File: config.mk
export PLATFORM = sky130hd
export DESIGN_NAME = control_sequencer
export DESIGN_NICKNAME = d
export VERILOG_FILES = /design/src/rtl/control_sequencer.sv
export SDC_FILE = /design/constraint.sdc
export NUM_CORES = 1
export LEC_CHECK = 0
export ABC_CLOCK_PERIOD_IN_PS = 4400
export CAP_MARGIN = 10
export CELL_PAD_IN_SITES_DETAIL_PLACEMENT = 0
export CELL_PAD_IN_SITES_GLOBAL_PLACEMENT = 1
export CORE_MARGIN = 5
export CORE_UTILIZATION = 50
export DETAILED_ROUTE_END_ITERATION = 8
export PLACE_DENSITY = 0.75
export SETUP_SLACK_MARGIN = 0.02
export SLEW_MARGIN = 20
export SYNTH_ARGS = -nofsm -noshare
export SYNTH_HDL_FRONTEND = slang
export SYNTH_SLANG_ARGS = --single-unit
File: constraint.sdc
create_clock -name i_clk -period 4.4 [get_ports i_clk]
set_input_delay 0.66 -clock i_clk [delete_from_list [all_inputs] [get_ports i_clk]]
set_output_delay 0.66 -clock i_clk [all_outputs]
set_load 0.01 [all_outputs]
File: src/rtl/control_sequencer.sv
// Microprogram sequencer: steps through a 16-entry program store, issuing control
// words to a datapath, with zero-test branching and a watchdog on runaway programs.
module control_sequencer #(
  parameter int WIDTH    = 4,
  parameter int CTRLWORD = 14,
  parameter int DEPTH    = 16,
  parameter int MAXSTEPS = 255,
  localparam int AW      = $clog2(DEPTH),
  localparam int IW      = CTRLWORD + 2
) (
  input  logic                i_clk,
  input  logic                i_rst,
  input  logic                i_start,
  input  logic                i_prog_we,
  input  logic [AW-1:0]       i_prog_addr,
  input  logic [IW-1:0]       i_prog_data,
  input  logic [WIDTH-1:0]    i_dp_out,
  output logic [CTRLWORD-1:0] o_control,
  output logic                o_ctrl_valid,
  output logic                o_busy,
  output logic                o_done,
  output logic                o_error,
  output logic [AW-1:0]       o_pc
);

  localparam logic [7:0] STEP_LIMIT = 8'(MAXSTEPS - 1);

  typedef enum logic [1:0] {
    S_IDLE = 2'd0,
    S_RUN  = 2'd1,
    S_DONE = 2'd2
  } state_t;

  typedef enum logic [1:0] {
    OP_ISSUE = 2'b00,
    OP_JZ    = 2'b01,
    OP_JMP   = 2'b10,
    OP_HALT  = 2'b11
  } op_t;

  state_t              r_state;
  logic [IW-1:0]       r_mem [DEPTH];
  logic [AW-1:0]       r_pc;
  logic [7:0]          r_steps;
  logic [CTRLWORD-1:0] r_control;
  logic                r_ctrl_valid;
  logic                r_busy;
  logic                r_done;
  logic                r_error;

  logic [IW-1:0]       w_instr;
  op_t                 w_op;
  logic [AW-1:0]       w_target;
  logic [AW-1:0]       w_pc_inc;
  logic                w_dp_zero;
  logic                w_wd_trip;
  logic                w_prog_wr;

  assign w_instr   = r_mem[r_pc];
  assign w_op      = op_t'(w_instr[IW-1:IW-2]);
  assign w_target  = w_instr[AW-1:0];
  assign w_pc_inc  = r_pc + AW'(1);
  assign w_dp_zero = (i_dp_out == '0);
  // The instruction that would be number MAXSTEPS is replaced by the abort.
  assign w_wd_trip = (r_steps >= STEP_LIMIT);
  assign w_prog_wr = i_prog_we && !i_rst &&
                     ((r_state == S_IDLE) || (r_state == S_DONE));

  // Program store: no reset so the loaded program survives rst.
  always_ff @(posedge i_clk) begin
    if (w_prog_wr) begin
      r_mem[i_prog_addr] <= i_prog_data;
    end
  end

  always_ff @(posedge i_clk) begin
    if (i_rst) begin
      r_state      <= S_IDLE;
      r_pc         <= '0;
      r_steps      <= 8'd0;
      r_control    <= '0;
      r_ctrl_valid <= 1'b0;
      r_busy       <= 1'b0;
      r_done       <= 1'b0;
      r_error      <= 1'b0;
    end else begin
      r_ctrl_valid <= 1'b0;
      r_done       <= 1'b0;
      case (r_state)
        S_IDLE: begin
          r_control <= '0;
          if (i_start) begin
            r_pc    <= '0;
            r_steps <= 8'd0;
            r_error <= 1'b0;
            r_busy  <= 1'b1;
            r_state <= S_RUN;
          end else begin
            r_busy  <= 1'b0;
          end
        end
        S_RUN: begin
          r_steps   <= (r_steps == 8'hFF) ? r_steps : r_steps + 8'd1;
          r_control <= '0;
          if ((w_op != OP_HALT) && w_wd_trip) begin
            r_error <= 1'b1;
            r_busy  <= 1'b0;
            r_state <= S_DONE;
          end else begin
            case (w_op)
              OP_ISSUE: begin
                r_control    <= w_instr[CTRLWORD-1:0];
                r_ctrl_valid <= 1'b1;
                r_pc         <= w_pc_inc;
              end
              OP_JZ: begin
                r_pc <= w_dp_zero ? w_target : w_pc_inc;
              end
              OP_JMP: begin
                r_pc <= w_target;
              end
              OP_HALT: begin
                r_done  <= 1'b1;
                r_busy  <= 1'b0;
                r_state <= S_DONE;
              end
              default: begin
                r_pc <= w_pc_inc;
              end
            endcase
          end
        end
        S_DONE: begin
          r_control <= '0;
          r_busy    <= 1'b0;
          r_state   <= S_IDLE;
        end
        default: begin
          r_control <= '0;
          r_busy    <= 1'b0;
          r_state   <= S_IDLE;
        end
      endcase
    end
  end

  assign o_control    = r_control;
  assign o_ctrl_valid = r_ctrl_valid;
  assign o_busy       = r_busy;
  assign o_done       = r_done;
  assign o_error      = r_error;
  assign o_pc         = r_pc;

endmodule

==> impl_summary.log <==
INFO  metric timing.slew.headroom = 28.27%
INFO  metric tritoncts = built
INFO  metric numPortBuffers = between 40 and 50
INFO  metric share_of_flip_flops_with_an_asynchronous_set_or_reset_after_synthesis = 0%
INFO  metric seq_total_area_yosys = 74.58%
INFO  metric synthCells = 565
INFO  metric hp-class = reg -> reg
INFO  metric final_ant_viol_nets = 0
INFO  metric hold_start = o_error
INFO  metric drt-pass1-iter-count = 5
INFO  metric numPlacedInstances = just under 900
INFO  metric synthFlopType = sky130_fd_sc_hd__edfxtp_1
INFO  metric hold_path_depth = 1
INFO  metric run_status = finished, final reports clean
INFO  metric core_box_area = 22430 um2
INFO  metric rsz0062_at_grt = false
INFO  metric grt_max_degree = 47
INFO  metric syn_avg_cell_area = 19.95 um2
INFO  metric drt_iter0_markers = around 400
INFO  metric dr_total_vias = 5563
INFO  metric setup_violations = 0
INFO  metric totalWireLength = between 20 and 25 mm
INFO  metric distinct_cells_synth = 41
INFO  metric power.density_cell_area = 466.3 nW/um2
INFO  metric timing.critical_path.arrival = approximately 3.8 ns
INFO  metric worstPathRequired = 4.82 ns
INFO  metric worst_setup_path_start_kind = flop
INFO  metric synth_edf_count = 256
INFO  metric finalCoreUtilization = between 50% and 60%
INFO  metric dieHeight = 160.2 um
INFO  metric ys_warn_count = 0
INFO  metric grt_overflow_total = 0
INFO  metric finClkSkew = between 0.015 and 0.02 ns
INFO  metric maxClockFrequency = 0.2960 GHz
INFO  metric final.setup.tns = 0 ns
INFO  metric drv.max_cap_violation_count = 0
INFO  metric synth_xor_xnor_area_share = 0.6215%
INFO  metric cts.clk_slew.worst_paths = 0.06 ns
INFO  metric layout_worst_path_cycle_share = 76.78%
INFO  metric cts_hold_repair.buffers = 0
INFO  metric postCtsSetupBuffers = 0
INFO  metric synth_top_family_by_area = multiplexers
INFO  metric cts.sink_count = 292
INFO  metric hpwl = 13.66 mm
INFO  metric num_antenna_cells = 0
INFO  metric mostFrequentLayoutCell = sky130_fd_sc_hd__edfxtp_1
INFO  metric regToRegSetupSlack = 1.02 ns
INFO  metric setup.worst_path.class = reg -> reg
INFO  metric critical_path.endpoint_type = flop
INFO  metric synth_fp_nets = 600
INFO  metric critical_path.max_fanout = 19
INFO  metric ios = 50
INFO  metric number_of_gates_resized_after_cts = 0
INFO  metric dieWidth = 160.2 um
INFO  metric global_route_wire_length_before_repair = 35.25 mm
INFO  metric min_period = 3.378 ns
INFO  metric number_of_global_route_vias_before_repair = between 5k and 6k
INFO  metric finalHoldViolations = 0
INFO  metric cp_num_buf_inv = 0
INFO  metric synth.cell_area = 11270 um2
INFO  metric synth_simple_gate_area_share = 4.395%
INFO  metric cp_top_delay_family = simple AND/OR/NAND/NOR gates
INFO  metric worst-slew-pin-transition = between 1 and 1.5 ns
INFO  metric clkLatencyLatePin = 0.55 ns
INFO  metric critical_path_s_largest_stage_delay = 0.69 ns
INFO  metric number_of_antenna_violations_at_the_first_check_in_global_routing = 0
INFO  metric final_total_power = 6.149 mW
INFO  metric fp.dieArea = about 26000 um2
INFO  metric post_route_cells_drive_above_1_share = 21.48%
INFO  metric static-leakage-power = roughly 4.1 nW
INFO  metric gpl.final_weighted_congestion = 0.7894
INFO  metric final-max-slew-violation-count = 0
INFO  metric ctsRootBufferMaster = sky130_fd_sc_hd__clkbuf_16
INFO  metric dpl_cell_area = 12170 um2
INFO  metric design_area = 13190 um2
INFO  metric layout.cells.most_common_list = sky130_fd_sc_hd__edfxtp_1 (256), sky130_fd_sc_hd__mux4_2 (60), sky130_fd_sc_hd__clkdlybuf4s50_1 (49)
INFO  metric yosys_register_bits = about 290
INFO  metric vdd_ir_drop_max = 0.0003266 V
INFO  metric synth-compound-area-share = approximately 2.8%
INFO  metric initial_utilization = 50.25%
INFO  metric min_to = o_error
INFO  metric crit_path_top_delay_cell = sky130_fd_sc_hd__dfxtp_2
INFO  metric cts_made_buffers = 30
INFO  metric synth.mux.area_fraction = 15.37%
INFO  metric cp_common_cell = sky130_fd_sc_hd__mux4_2
INFO  metric post_synth_fa_ha_maj_area_fraction = 0.7769%
INFO  metric via_to_cell_ratio = 5.881
INFO  metric h-tree-depth = 1
INFO  metric wl_per_cell = about 24 um
INFO  metric reg2regPathDepth = 7
INFO  metric drt_drc_violations_left = 0
INFO  metric finalNetCount = 674
INFO  metric rows = between 50 and 60
INFO  metric crit_path_cell_trace = mux4_2, mux4_2, ha_1, nor4_1, or3_1, a21oi_1, a221oi_1
INFO  metric area_growth_syn_to_layout = 16.98%
INFO  metric grt_usage = ~18%
INFO  metric clockBufferDepth = 3
INFO  metric finalNonFillerCells = 946
[how the worst max path moves through the flow]
stage	start	end	cells after the start
6_report	flop	flop	7
5_1_grt	flop	o_pc[2]	7
4_1_cts	flop	o_pc[2]	7
3_5_place_dp	flop	o_pc[2]	7
3_3_place_gp	i_rst	r_mem[7][9]	4
2_1_floorplan	flop	flop	10
[cells by family after synthesis]
logic type,after synthesis
xor+xnor,8
simple gates,98
mux,88
flops,292
buf+inv,30
compound gates,42
fa+ha+maj,7
[stage by stage]
step	setup WS, ns	hold WS, ns
finish	1.022	0.4794
detailed placement	1.049	0.4731
global placement	1.160	0.4661
CTS	1.034	0.4873
floorplan	1.364	0.4469
global route	0.8292	0.5161
[where the power goes]
group / switching, mW / internal (mW) / leakage [nW] / total, mW
registers: 0.0305 / 3.04 / 2.60 / 3.07
logic: 0.262 / 0.218 / 1.03 / 0.480
clock network: 0.999 / 1.60 / 0.490 / 2.60
[final cells by class]
class | instances | area [um2]
Tap cell | 285 | 356.6
Inverter | 4 | 15.01
Clock inverter | 19 | 252.7
Fill cell | 1658 | 9246
Sequential cell | 292 | 8414
Clock buffer | 35 | 769.5
Timing Repair Buffer | 68 | 633.1
Multi-Input combinational cell | 243 | 2746
[state kept, by name, indices dropped and copies added, names as in the netlist, named ones only]
| name | flops |
|---|---|
| o_busy | 1 |
| o_control | 14 |
| o_ctrl_valid | 1 |
| o_done | 1 |
| o_error | 1 |
| o_pc | 4 |
| r_mem | 256 |
| r_state | 2 |
| r_steps | 8 |
[Yosys cell counts (all sizes together), types with 2 or more instances]
| cell | instances | area share, % |
|---|---|---|
| nor2 | 31 | 1.0 |
| and3 | 3 | 0.17 |
| nand3 | 9 | 0.40 |
| nor2b | 11 | 0.61 |
| clkbuf | 6 | 0.22 |
| nor3 | 8 | 0.36 |
| a211oi | 22 | 1.5 |
| ha | 7 | 0.78 |
| xor2 | 6 | 0.47 |
| mux2 | 3 | 0.30 |
| a21oi | 5 | 0.22 |
| nand2b | 8 | 0.44 |
| nand3b | 3 | 0.20 |
| dfxtp | 36 | 6.4 |
| buf | 20 | 1.1 |
| a221oi | 6 | 0.47 |
| nand2 | 10 | 0.33 |
| or2 | 4 | 0.22 |
| nor4 | 2 | 0.11 |
| nor3b | 2 | 0.13 |
| mux4 | 66 | 13 |
| inv | 4 | 0.13 |
| nand4 | 3 | 0.17 |
| mux2i | 19 | 1.7 |
| o311ai | 2 | 0.16 |
| xnor2 | 2 | 0.16 |
| and2 | 3 | 0.17 |
| edfxtp | 256 | 68 |
[worst reg2reg max path, stage by stage, from the launching register on]
cell and delay (ns):
sky130_fd_sc_hd__dfxtp_2 0.69, sky130_fd_sc_hd__mux4_2 0.39, sky130_fd_sc_hd__mux4_2 0.51, sky130_fd_sc_hd__ha_1 0.25
sky130_fd_sc_hd__nor4_1 0.52, sky130_fd_sc_hd__or3_1 0.43, sky130_fd_sc_hd__a21oi_1 0.15, sky130_fd_sc_hd__a221oi_1 0.31
[layer usage]
metal  global-route usage (%)  share of wire [%]
met5                        0                  0
met4                    5.592                2.9
met3                    2.813                5.2
met2                    29.06                 49
met1                    25.82                 43
Note: power is estimated with default switching activity, not from simulation.
